[src/rtl/xadc_oversample_multi_if.sv]
// Sample/result bundle between the XADC sequencer wrapper and the oversampler.
// The wrapper side drives sample/eoc/channel/clear; the oversampler returns
// the decimated result with its channel tag and a one-cycle done strobe.
interface xadc_oversample_multi_if #(
    parameter int SAMPLE_W = 12,
    parameter int CH_W     = 2,
    parameter int OUT_W    = 16
);
    logic [SAMPLE_W-1:0] sample;
    logic                eoc;
    logic [CH_W-1:0]     channel;
    logic                clear;
    logic [OUT_W-1:0]    oversample;
    logic [CH_W-1:0]     out_channel;
    logic                done;

    modport master (
        output sample, eoc, channel, clear,
        input  oversample, out_channel, done
    );

    modport slave (
        input  sample, eoc, channel, clear,
        output oversample, out_channel, done
    );
endinterface

[src/rtl/xadc_oversample_multi.sv]
// Multi-channel oversampler/decimator. Each channel owns an accumulator and a
// sample counter; after 2**LOG2_N accepted samples the channel's sum is
// rounded (half up) down to SAMPLE_W+EXTRA_BITS bits and presented with a
// one-cycle done pulse. Results hold until the next completed block.
module xadc_oversample_multi #(
    parameter int SAMPLE_W   = 12,
    parameter int NUM_CH     = 4,
    parameter int LOG2_N     = 8,
    parameter int EXTRA_BITS = 4
) (
    input logic                     clk,
    input logic                     reset,
    xadc_oversample_multi_if.slave  bus
);
    localparam int CH_W  = (NUM_CH > 1) ? $clog2(NUM_CH) : 1;
    localparam int ACC_W = SAMPLE_W + LOG2_N;
    localparam int SHIFT = LOG2_N - EXTRA_BITS;
    localparam int OUT_W = SAMPLE_W + EXTRA_BITS;

    localparam logic [LOG2_N-1:0] CNT_LAST = '1;
    // Half-LSB of the output; zero when no bits are dropped.
    localparam logic [ACC_W-1:0] RND =
        (SHIFT > 0) ? (ACC_W'(1) << ((SHIFT > 0) ? (SHIFT - 1) : 0)) : '0;

    logic [ACC_W-1:0]  acc [NUM_CH];
    logic [LOG2_N-1:0] cnt [NUM_CH];

    logic [OUT_W-1:0]  oversample_q;
    logic [CH_W-1:0]   out_channel_q;
    logic              done_q;

    logic              ch_ok;
    logic              accept;
    logic              last;
    logic [ACC_W-1:0]  total;
    logic [ACC_W-1:0]  total_rnd;
    logic [OUT_W-1:0]  rounded;

    // Decode the incoming sample: accept it, form the running total and the
    // rounded result used when this sample closes the channel's block.
    always_comb begin
        ch_ok     = 1'b0;
        accept    = 1'b0;
        last      = 1'b0;
        total     = '0;
        total_rnd = '0;
        rounded   = '0;
        ch_ok     = (32'(bus.channel) < NUM_CH);
        // clear takes priority over a coincident sample
        accept    = bus.eoc && ch_ok && !bus.clear;
        if (ch_ok) begin
            last  = (cnt[bus.channel] == CNT_LAST);
            total = acc[bus.channel] + ACC_W'(bus.sample);
        end
        // Cannot overflow: the full-scale sum leaves 2**LOG2_N - 1 of headroom
        // and RND is at most half of 2**LOG2_N.
        total_rnd = total + RND;
        rounded   = OUT_W'(total_rnd >> SHIFT);
    end

    // Per-channel accumulation, block completion and held result registers.
    always_ff @(posedge clk) begin
        if (reset) begin
            oversample_q  <= '0;
            out_channel_q <= '0;
            done_q        <= 1'b0;
            for (int c = 0; c < NUM_CH; c++) begin
                acc[c] <= '0;
                cnt[c] <= '0;
            end
        end else begin
            done_q <= 1'b0;
            if (bus.clear) begin
                for (int c = 0; c < NUM_CH; c++) begin
                    acc[c] <= '0;
                    cnt[c] <= '0;
                end
            end else if (accept) begin
                if (last) begin
                    acc[bus.channel] <= '0;
                    cnt[bus.channel] <= '0;
                    oversample_q     <= rounded;
                    out_channel_q    <= bus.channel;
                    done_q           <= 1'b1;
                end else begin
                    acc[bus.channel] <= total;
                    cnt[bus.channel] <= cnt[bus.channel] + 1'b1;
                end
            end
        end
    end

    assign bus.oversample  = oversample_q;
    assign bus.out_channel = out_channel_q;
    assign bus.done        = done_q;
endmodule

[src/flat_wrapper.sv]
// flat-port wrapper written by rule: the top's interface ports become plain ports
module xadc_oversample_multi_flat 
#(
    parameter int SAMPLE_W   = 12,
    parameter int NUM_CH     = 4,
    parameter int LOG2_N     = 8,
    parameter int EXTRA_BITS = 4
)
  (clk, reset, bus_sample, bus_eoc, bus_channel, bus_clear, bus_oversample, bus_out_channel, bus_done);
  xadc_oversample_multi_if #(.SAMPLE_W(SAMPLE_W), .CH_W((2)), .OUT_W((SAMPLE_W + EXTRA_BITS))) bus_i ();
  input logic clk;
  input logic reset;
  input wire logic [$bits(bus_i.sample)-1:0] bus_sample;
  input wire logic [$bits(bus_i.eoc)-1:0] bus_eoc;
  input wire logic [$bits(bus_i.channel)-1:0] bus_channel;
  input wire logic [$bits(bus_i.clear)-1:0] bus_clear;
  output wire logic [$bits(bus_i.oversample)-1:0] bus_oversample;
  output wire logic [$bits(bus_i.out_channel)-1:0] bus_out_channel;
  output wire logic [$bits(bus_i.done)-1:0] bus_done;
  assign bus_i.sample = bus_sample;
  assign bus_i.eoc = bus_eoc;
  assign bus_i.channel = bus_channel;
  assign bus_i.clear = bus_clear;
  assign bus_oversample = bus_i.oversample;
  assign bus_out_channel = bus_i.out_channel;
  assign bus_done = bus_i.done;
  xadc_oversample_multi #(.SAMPLE_W(SAMPLE_W), .NUM_CH(NUM_CH), .LOG2_N(LOG2_N), .EXTRA_BITS(EXTRA_BITS)) u_core (.clk(clk), .reset(reset), .bus(bus_i));
endmodule
[config.mk]
export PLATFORM = sky130hd
export DESIGN_NAME = xadc_oversample_multi_flat
export DESIGN_NICKNAME = d
export VERILOG_FILES = /design/src/rtl/xadc_oversample_multi_if.sv /design/src/rtl/xadc_oversample_multi.sv /design/src/flat_wrapper.sv
export SDC_FILE = /design/constraint.sdc
export NUM_CORES = 1
export LEC_CHECK = 0
export CORE_ASPECT_RATIO = 1.1
export CORE_MARGIN = 3
export CORE_UTILIZATION = 55
export CTS_BUF_LIST = sky130_fd_sc_hd__clkbuf_4 sky130_fd_sc_hd__clkbuf_8
export DETAILED_ROUTE_END_ITERATION = 16
export HOLD_SLACK_MARGIN = 0.03
export PLACE_DENSITY = 0.82
export SKIP_CTS_REPAIR_TIMING = 1
export SLEW_MARGIN = 15
export SYNTH_ARGS = -nofsm -noshare
export SYNTH_HDL_FRONTEND = slang
export SYNTH_SLANG_ARGS = --single-unit
export TNS_END_PERCENT = 1
[constraint.sdc]
create_clock -name clk -period 12 [get_ports clk]
set_input_delay 1.2 -clock clk [delete_from_list [all_inputs] [get_ports clk]]
set_output_delay 1.2 -clock clk [all_outputs]
set_load 0.1 [all_outputs]
==> run metrics, run 1 <==
clk root buf=clkbuf_8; status=finished clean; WL final=14.5 mm; largest net degree at the start of global routing=35; Worst VDD drop=0.0868 mV; share of the synthesized area in the top cell type=50.4%; die area=13500 um^2; post-synth top area cell=edfxtp_1; hold_sp=u_core.bus.oversample[9]; clock slew at reported path FFs=0.08 ns; Worst Path Required=12.34 ns; All-Layer GR Usage=22.3%; critical path launch point type=input pin; # rows=41; Hold Path End=u_core.bus.oversample[9]; # DRC=0; Main synth FF type=edfxtp_1; Worst R2R Setup Slack=7.90 ns; clock insertion delay at the later pin of the skew report=0.44 ns; global-route wire length before repair=23.0 mm; Finish-stage setup viols=0; area of the multi-input gates=2760 um^2; post-layout util=65.2%; Vias/cell=5.98; Crit Path Max Fanout=34; H-tree Lvls=4; # clock sinks=131; CP Class=in2reg; total power=1040 uW; fill count=824; DR pass1 iterations=7; Fin Setup TNS=0 ns; gr ovfl total=0; cell area after synthesis=6670 um^2; CP startpoint=bus_channel[1]; Setup WS pre-CTS=6.21 ns; Post-DP HPWL=9.48 mm; Final ANT Viol Nets=0; commonest non-fill, non-tap cells in the layout=137 x nor2_1, 112 x edfxtp_1, 40 x nand2_1; Die Width=111 um; CTS tree=done; Ports=37; CTS buffer count=17; I/O Buffers=36; post-synthesis area per instance=12.0 um^2; element type at the critical path end=flip-flop; final worst-path setup slack=6.62 ns; max cap viols=0; Final nets=627; worst clock skew=0.0109 ns; layout cells sized above 1=15.2%; total power divided by cell area=137 nW/um^2; largest cells by area after synthesis=edfxtp_1 50%, mux4_2 9.4%, nor2_1 7.8%, dfxtp_1 5.7%, ha_1 2.6%; RR Startpoint=u_core.acc[0][0]; LEAKAGE=0.00269 uW; Async SR Flop Fraction=0%; number of inserted diodes=0; initial antenna violation count=0; worst hold path class=reg2reg; Hold Path Depth=2; Core Region=11600 um^2; DRT iter0 DRCs=585; most common cell after layout, fill and taps aside=nor2_1; via count=4525; Slew Viols, Final=0; initial core utilization=57.3%; Yosys cell types=65; Rel. slew slack=29.1%; worst flop-to-flop path endpoint=u_core.bus.oversample[15]; yosys warns=0; FF+latch count, synth=131; WL/cell=19.1 um; Final Critical Period=5.38 ns; Synth Net Count=587; worst-case clock buffer depth=2; actual slew at the worst max-slew pin=1.06 ns; final number of hold-violating endpoints=0; Peak Freq=0.186 GHz; fin crit share=44.8%; WP data arrival=5.73 ns; Post-synth EDFFs=112; Reg2Reg Depth=16; Final GP Congestion=0.943; RSZ-0062 raised after global routing=no; chip height=122 um; Synth Instances=554; Area Growth Syn to Fin=13.7%; vias in the first global route=4579; register area=3740 um^2; sequential area share after synthesis=56.1%
cells by family (layout without fill, tap and decap cells):
group	after synthesis	after routing	share of synthesized area, %
muxes	31	31	9.90
adders and majority gates	15	15	2.92
AOI/OAI and AO/OA	62	62	7.57
DFF	131	131	56.1
and+or+nand+nor	244	244	16.9
xor gates and xnor gates	30	30	3.94
buffers and inverters	41	94	2.66
Yosys cell counts (4+ instances only):
library cell	count
a211oi_1	9
a21o_1	5
a21oi_1	10
and2_1	4
buf_2	4
clkbuf_1	16
dfxtp_1	19
edfxtp_1	112
ha_1	14
inv_1	16
mux4_2	28
nand2_1	40
nand2b_1	14
nand3_1	11
nor2_1	138
nor3_1	7
o21a_1	4
o21ai_0	4
o311ai_1	4
or3_1	4
xnor2_1	19
xor2_1	11
critical path, cell delays in order:
cell             delay [ns]
clkdlybuf4s50_1        0.46
buf_4                  0.40
mux4_2                 0.28
ha_1                   0.16
inv_1                  0.06
fa_1                   0.42
nand2b_1               0.21
a21boi_1               0.24
nor3_1                 0.08
or2_2                  0.33
inv_1                  0.07
ha_1                   0.17
inv_1                  0.04
or3b_2                 0.53
nor4_4                 0.34
nand2_4                0.12
or4_1                  0.48
o311ai_1               0.09
stage by stage:
| stage | hold slack (ns) | cells | cell area, um^2 |
|---|---|---|---|
| 6_report | 0.494 | 757 | 7590 |
| 5_1_grt | 0.517 | 757 | 7590 |
| 4_1_cts | 0.497 | 757 | 7590 |
| 3_5_place_dp | 0.479 | 725 | 7180 |
| 3_3_place_gp | 0.476 | 725 | 7180 |
| 2_1_floorplan | 0.796 | 554 | 6670 |
area by class of cell:
cell class | count | area share (%)
clock inverter | 15 | 2.36
sequential | 131 | 49.3
clock buffer | 17 | 3.08
multi-input combinational | 382 | 36.3
tap | 150 | 2.47
inverter | 16 | 0.791
timing repair buffer | 46 | 5.67
report_power, final:
group	switching [uW]	total, uW	leakage (uW)	internal (uW)
sequential	4.77	514	0.00140	510
combinational	83.0	136	0.00108	53.0
clock	181	387	0.000201	207
total	268	1040	0.00269	769
worst max-delay path by stage:
stage / endpoint / slack [ns]
after floorplan: u_core.bus.oversample[15] / 6.61
after global placement: u_core.bus.oversample[15] / 6.35
final: u_core.bus.oversample[15] / 6.62
after detailed placement: u_core.bus.oversample[15] / 6.21
after CTS: u_core.bus.oversample[15] / 6.68
after global routing: u_core.bus.oversample[15] / 6.40
metal layers:
layer / routed length [um] / GRT usage [%]
met5: 0 / 0
met1: 5850 / 27.3
met2: 7440 / 39.4
met3: 850 / 4.22
met4: 331 / 9.13
sequential cells by signal, indices dropped and copies added, names as in the netlist:
signal                  cells
u_core.bus.out_channel      2
u_core.cnt                 32
u_core.bus.done             1
u_core.bus.oversample      16
u_core.acc                 80
No activity file was read; power rests on OpenSTA's default activity.
==> run 2, diff against run 1 <==
--- a/config.mk
+++ b/config.mk
@@ -11,7 +11,7 @@
 export CTS_BUF_LIST = sky130_fd_sc_hd__clkbuf_4 sky130_fd_sc_hd__clkbuf_8
 export DETAILED_ROUTE_END_ITERATION = 16
 export HOLD_SLACK_MARGIN = 0.03
-export PLACE_DENSITY = 0.82
+export PLACE_DENSITY = 0.85
 export SKIP_CTS_REPAIR_TIMING = 1
 export SLEW_MARGIN = 15
 export SYNTH_ARGS = -nofsm -noshare
==> constraint.sdc (replaced) <==
create_clock -name clk -period 4.9 [get_ports clk]
set_input_delay 0.49 -clock clk [delete_from_list [all_inputs] [get_ports clk]]
set_output_delay 0.49 -clock clk [all_outputs]
set_load 0.1 [all_outputs]
==> run metrics, run 2 (synthesis gave the netlist of run 1 again) <==
status=finished clean; Crit Path Max Fanout=6 (-82%); clock share of power=34.8% (-2.5 points); Area Growth Syn to Fin=13.9%; clk root buf=clkbuf_8; Final Critical Period=4.37 ns; CP Class=in2reg; layout cells sized above 1=15.7% (+0.56 points); RSZ-0062 raised after global routing=no; Hold Path Depth=2 (unchanged); P_int=1830 uW (+140%); element type at the critical path end=flip-flop; global-route wire length before repair=23.8 mm (+3.3%); total power divided by cell area=325 nW/um^2 (+140%); Slew Viols, Final=0 (unchanged); Ports=37 (unchanged); H-tree Lvls=4 (unchanged); most common cell after layout, fill and taps aside=nor2_1; worst hold path class=reg2reg; I/O Buffers=36 (unchanged); Peak Freq=0.229 GHz; Final nets=632 (+0.80%); Reg2Reg Depth=16 (unchanged); WL final=14.7 mm (+1.9%); DRT iter0 DRCs=555 (-5.1%); die area=13500 um^2 (unchanged); number of inserted diodes=0 (unchanged); initial antenna violation count=0 (unchanged); placed insts=730 (+0.69%); # rows=41 (unchanged); clock insertion delay at the later pin of the skew report=0.43 ns (about the same); gr ovfl total=0 (unchanged); WP data arrival=4.71 ns (-1.02 ns); worst clock skew=0.0108 ns (-0.000109 ns); # clock sinks=131 (unchanged); LEAKAGE=0.00269 uW (+0.15%); Psw=644 uW (+140%); Seq pwr share=50.9% (+1.3 points); vias in the first global route=4656 (+1.7%); Die Width=111 um (unchanged); Fin Setup TNS=0 ns (unchanged); fin crit share=89.2%; Post-DP HPWL=10.2 mm (+7.9%); final number of hold-violating endpoints=0 (unchanged); chip height=122 um (unchanged); commonest non-fill, non-tap cells in the layout=137 x nor2_1, 112 x edfxtp_1, 40 x nand2_1; combinational share of power=14.3% (+1.2 points); Worst VDD drop=0.266 mV (+210%); Final GP Congestion=0.932 (-1.2%); initial core utilization=57.3% (unchanged); worst-case clock buffer depth=2 (unchanged); max FFs per register=80 (unchanged); critical path launch point type=input pin; CTS tree=done; Non-Filler Instances=761 (+0.53%); WL/cell=19.4 um (+1.3%); clock slew at reported path FFs=0.08 ns (about the same); max cap viols=0 (unchanged); total power=2470 uW (+140%); Core Region=11600 um^2 (unchanged); Worst Path Required=5.24 ns (-7.10 ns); CTS buffer count=17 (unchanged); Vias/cell=6.06 (+1.5%); # DRC=0 (unchanged); Most flops, register=u_core.acc; largest net degree at the start of global routing=30 (-14%); Sw Ratio=26.1% (+0.21 points); Final ANT Viol Nets=0 (unchanged); DR pass1 iterations=5 (-2); Rel. slew slack=34.6% (+5.5 points); Finish-stage setup viols=0 (unchanged); actual slew at the worst max-slew pin=0.978 ns (-0.0844 ns); All-Layer GR Usage=22.9% (+0.61 points); via count=4615 (+2.0%)
[run 2: cell count changes in the layout (fill, tap and decap cells not counted)]
cell and delta:
buf_4 +4, inv_6 -3, clkinv_2 +2, clkinvlp_4 +2, buf_12 +1, bufinv_16 -1, clkinv_4 -1
[run 2: power by group through the flow]
stage / Combinational, uW / Clock [uW] / Sequential, uW
2_1_floorplan: 251 / 0 / 1280
5_1_grt: 382 / 913 / 1260
4_1_cts: 351 / 868 / 1260
6_report: 352 / 861 / 1260
3_3_place_gp: 341 / 0 / 1280
3_5_place_dp: 347 / 0 / 1280
[run 2: metal layers]
| layer | global-route usage (%) | vias up | wire, um | share of wire [%] |
|---|---|---|---|---|
| met3 | 5.12 | 24 | 1000 | 6.8 |
| met1 | 29.3 | 2272 | 5840 | 40 |
| li1 | - | 2114 | - | - |
| met5 | 0 | - | 0 | 0 |
| met4 | 7.30 | 0 | 308 | 2.1 |
| met2 | 39.6 | 205 | 7590 | 52 |
[run 2: cell type report]
cell class | instances | area (um^2)
timing repair buffer | 51 | 480
clock inverter | 14 | 139
clock buffer | 17 | 234
inverter | 16 | 60.1
fill | 836 | 4050
sequential | 131 | 3740
tap | 150 | 188
multi-input combinational | 382 | 2760
[run 2: path summary, 6_finish.rpt]
path         slack, ns                      from                   endpoint
max               0.53            bus_channel[1]  u_core.bus.oversample[15]
max reg2reg       0.84          u_core.acc[3][0]  u_core.bus.oversample[15]
min               0.50  u_core.bus.oversample[4]   u_core.bus.oversample[4]
min reg2reg       0.50  u_core.bus.oversample[4]   u_core.bus.oversample[4]
[run 2: through the flow]
step	setup WS, ns	hold WS [ns]	instance area (um^2)	utilization, %
floorplan	0.223	0.659	6670	-
global placement	0.260	0.472	7230	62.1
detailed placement	0.0992	0.484	7230	62.1
CTS	0.564	0.500	7600	65.3
global route	0.389	0.512	7600	65.3
finish	0.531	0.497	7600	65.3
[run 2: critical path, cell delays in order]
cell and delay, ns:
clkdlybuf4s50_1 0.66, mux4_2 0.26, ha_1 0.18, inv_1 0.07, fa_1 0.39, nand2b_1 0.20, a21boi_1 0.21, nor3_1 0.07
or2_2 0.35, inv_1 0.08, ha_1 0.18, inv_1 0.04, or3b_2 0.54, nor4_4 0.31, nand2_4 0.10, or4_1 0.48
o311ai_1 0.08
==> run 3, diff against run 2 <==
--- a/config.mk
+++ b/config.mk
@@ -11,7 +11,9 @@
 export CTS_BUF_LIST = sky130_fd_sc_hd__clkbuf_4 sky130_fd_sc_hd__clkbuf_8
 export DETAILED_ROUTE_END_ITERATION = 16
 export HOLD_SLACK_MARGIN = 0.03
+export MAX_ROUTING_LAYER = met4
 export PLACE_DENSITY = 0.85
+export RECOVER_POWER = 25
 export SKIP_CTS_REPAIR_TIMING = 1
 export SLEW_MARGIN = 15
 export SYNTH_ARGS = -nofsm -noshare
==> run metrics, run 3 (synthesis gave the netlist of run 1 again) <==
# DRC=0 (unchanged); CTS buffer count=17 (unchanged); element type at the critical path end=flip-flop; Final Critical Period=4.38 ns (+0.0120 ns); Core Region=11600 um^2 (unchanged); clock slew at reported path FFs=0.08 ns (about the same); gr ovfl total=0 (unchanged); chip height=122 um (unchanged); Critical-path top delay cell=dlygate4sd3_1; total power divided by cell area=334 nW/um^2 (+2.8%); Final GP Congestion=0.950 (+1.9%); Finish-stage setup viols=0 (unchanged); Ports=37 (unchanged); WL final=15.6 mm (+5.7%); Area Growth Syn to Fin=14.1%; clk root buf=clkbuf_8; P_int=1880 uW (+2.8%); Psw=667 uW (+3.5%); actual slew at the worst max-slew pin=1.01 ns (+0.0349 ns); Rel. slew slack=32.1% (-2.4 points); DRT iter0 DRCs=433 (-22%); largest net degree at the start of global routing=30 (unchanged); fin crit share=89.4% (+0.24 points); crit path buf inv count=4 (unchanged); # rows=41 (unchanged); CP Class=in2reg; clock share of power=36.6% (+1.8 points); Slew Viols, Final=0 (unchanged); number of inserted diodes=0 (unchanged); WL/cell=20.5 um (+5.7%); final number of hold-violating endpoints=0 (unchanged); commonest non-fill, non-tap cells in the layout=138 x nor2_1, 112 x edfxtp_1, 40 x nand2_1; critical path depth=17 (unchanged); status=finished clean; Worst VDD drop=0.207 mV (-22%); critical path launch point type=input pin; register area=3740 um^2 (unchanged); Die Width=111 um (unchanged); clock insertion delay at the later pin of the skew report=0.46 ns (+0.03 ns); largest stage delay on the critical path=0.71 ns (+0.05 ns); H-tree Lvls=4 (unchanged); most common cell after layout, fill and taps aside=nor2_1; CP startpoint=bus_channel[1]; GRT busiest layer=met2; initial antenna violation count=0 (unchanged); DR pass1 iterations=5 (unchanged); CTS tree=done; Final ANT Viol Nets=0 (unchanged); # clock sinks=131 (unchanged); RSZ-0062 raised after global routing=no; combinational share of power=13.9% (-0.4 points); crit path to=u_core.bus.oversample[15]; global-route wire length before repair=24.9 mm (+4.5%); All-Layer GR Usage=25.0% (+2.1 points); worst hold path class=reg2reg; worst-case clock buffer depth=2 (unchanged); met3 usage=6.76% (+1.6 points); GR Layer Usage met1=29.3% (+0.040 points); Worst Path Required=5.27 ns (+0.03 ns); Reg2Reg Depth=16 (unchanged); cell chain of the critical path=dlygate4sd3_1 > mux4_2 > ha_1 > inv_1 > fa_1 > nand2b_1 > a21boi_1 > nor3_1 > or2_2 > inv_1 > ha_1 > inv_1 > or3b_2 > nor4_4 > nand2_4 > or4_1 > o311ai_1; Post-DP HPWL=10.5 mm (+3.0%); Most flops, register=u_core.acc; most used cell, CP=inv_1; vias in the first global route=4705 (+1.1%); WP data arrival=4.75 ns (+0.04 ns); total power=2550 uW (+3.0%); worst flop-to-flop path endpoint=u_core.bus.oversample[15]; max cap viols=0 (unchanged); fill count=842 (+0.72%); Seq pwr share=49.5% (-1.4 points); RR Startpoint=u_core.acc[2][0]; Sw Ratio=26.2% (+0.13 points); die area=13500 um^2 (unchanged); Worst path top cell family by delay=simple AND/OR/NAND/NOR gates; worst clock skew=0.0138 ns (+0.00297 ns); I/O Buffers=36 (unchanged); Peak Freq=0.228 GHz (-0.27%); initial core utilization=57.3% (unchanged); Fin Setup TNS=0 ns (unchanged); LEAKAGE=0.00277 uW (+3.0%); layout cells sized above 1=15.2% (-0.49 points); Final nets=632 (unchanged); post-layout util=65.4% (+0.12 points); met2 usage=41.0% (+1.4 points); max FFs per register=80 (unchanged); via count=4678 (+1.4%); Worst R2R Setup Slack=0.84 ns (about the same); Vias/cell=6.15 (+1.4%); Crit Path Max Fanout=6 (unchanged); area of the multi-input gates=2750 um^2 (about the same)
[run 3: cell count changes in the layout (fill, tap and decap cells not counted), sizes merged]
cell and change:
clkinv +1, buf -2, dlygate4sd3 +21, bufinv +1, clkbuf +2, clkinvlp -2, clkdlybuf4s50 -21
[run 3: power by group through the flow]
| stage | clock network [uW] | registers, uW | logic [uW] |
|---|---|---|---|
| after global routing | 981 | 1260 | 382 |
| after global placement | 0 | 1280 | 341 |
| after detailed placement | 0 | 1280 | 350 |
| final | 931 | 1260 | 354 |
| after floorplan | 0 | 1280 | 251 |
| after CTS | 937 | 1260 | 353 |
[run 3: final cells by class]
type	instances	area share (%)
Sequential cell	131	49.2
Multi-Input combinational cell	382	36.2
Timing Repair Buffer	51	6.21
Clock buffer	17	3.07
Tap cell	150	2.47
Clock inverter	14	2.14
Inverter	16	0.789
[run 3: per-layer routing]
layer	wire length, um	vias to the layer above
li1	-	2113
met2	7870	229
met1	5800	2284
met5	0	-
met3	1290	52
met4	610	0
[run 3: worst min-delay path by stage]
stage	from	to	slack [ns]	cells after the start
finish	u_core.bus.oversample[9]	u_core.bus.oversample[9]	0.49	2
global route	u_core.bus.oversample[9]	u_core.bus.oversample[9]	0.50	2
floorplan	reset	u_core.bus.done	0.66	2
detailed placement	u_core.bus.oversample[11]	u_core.bus.oversample[11]	0.47	2
global placement	u_core.bus.out_channel[0]	u_core.bus.out_channel[0]	0.47	2
CTS	u_core.bus.oversample[11]	u_core.bus.oversample[11]	0.49	2
[run 3: stage by stage]
step	instances	worst slack, ns	hold slack, ns	instance area, um^2
4_1_cts	761	0.660	0.490	7620
3_3_place_gp	730	0.255	0.473	7230
6_report	761	0.519	0.487	7610
2_1_floorplan	554	0.223	0.659	6670
5_1_grt	761	0.312	0.505	7610
3_5_place_dp	730	0.169	0.474	7230
[run 3: worst register-to-register path, delay by kind of cell (launching register included)]
kind	cells	cell delay [ns]
muxes	1	0.46
adders and majority gates	3	0.59
AOI/OAI and AO/OA	3	0.40
DFF	1	0.37
and+or+nand+nor	6	1.96
buffers and inverters	3	0.20
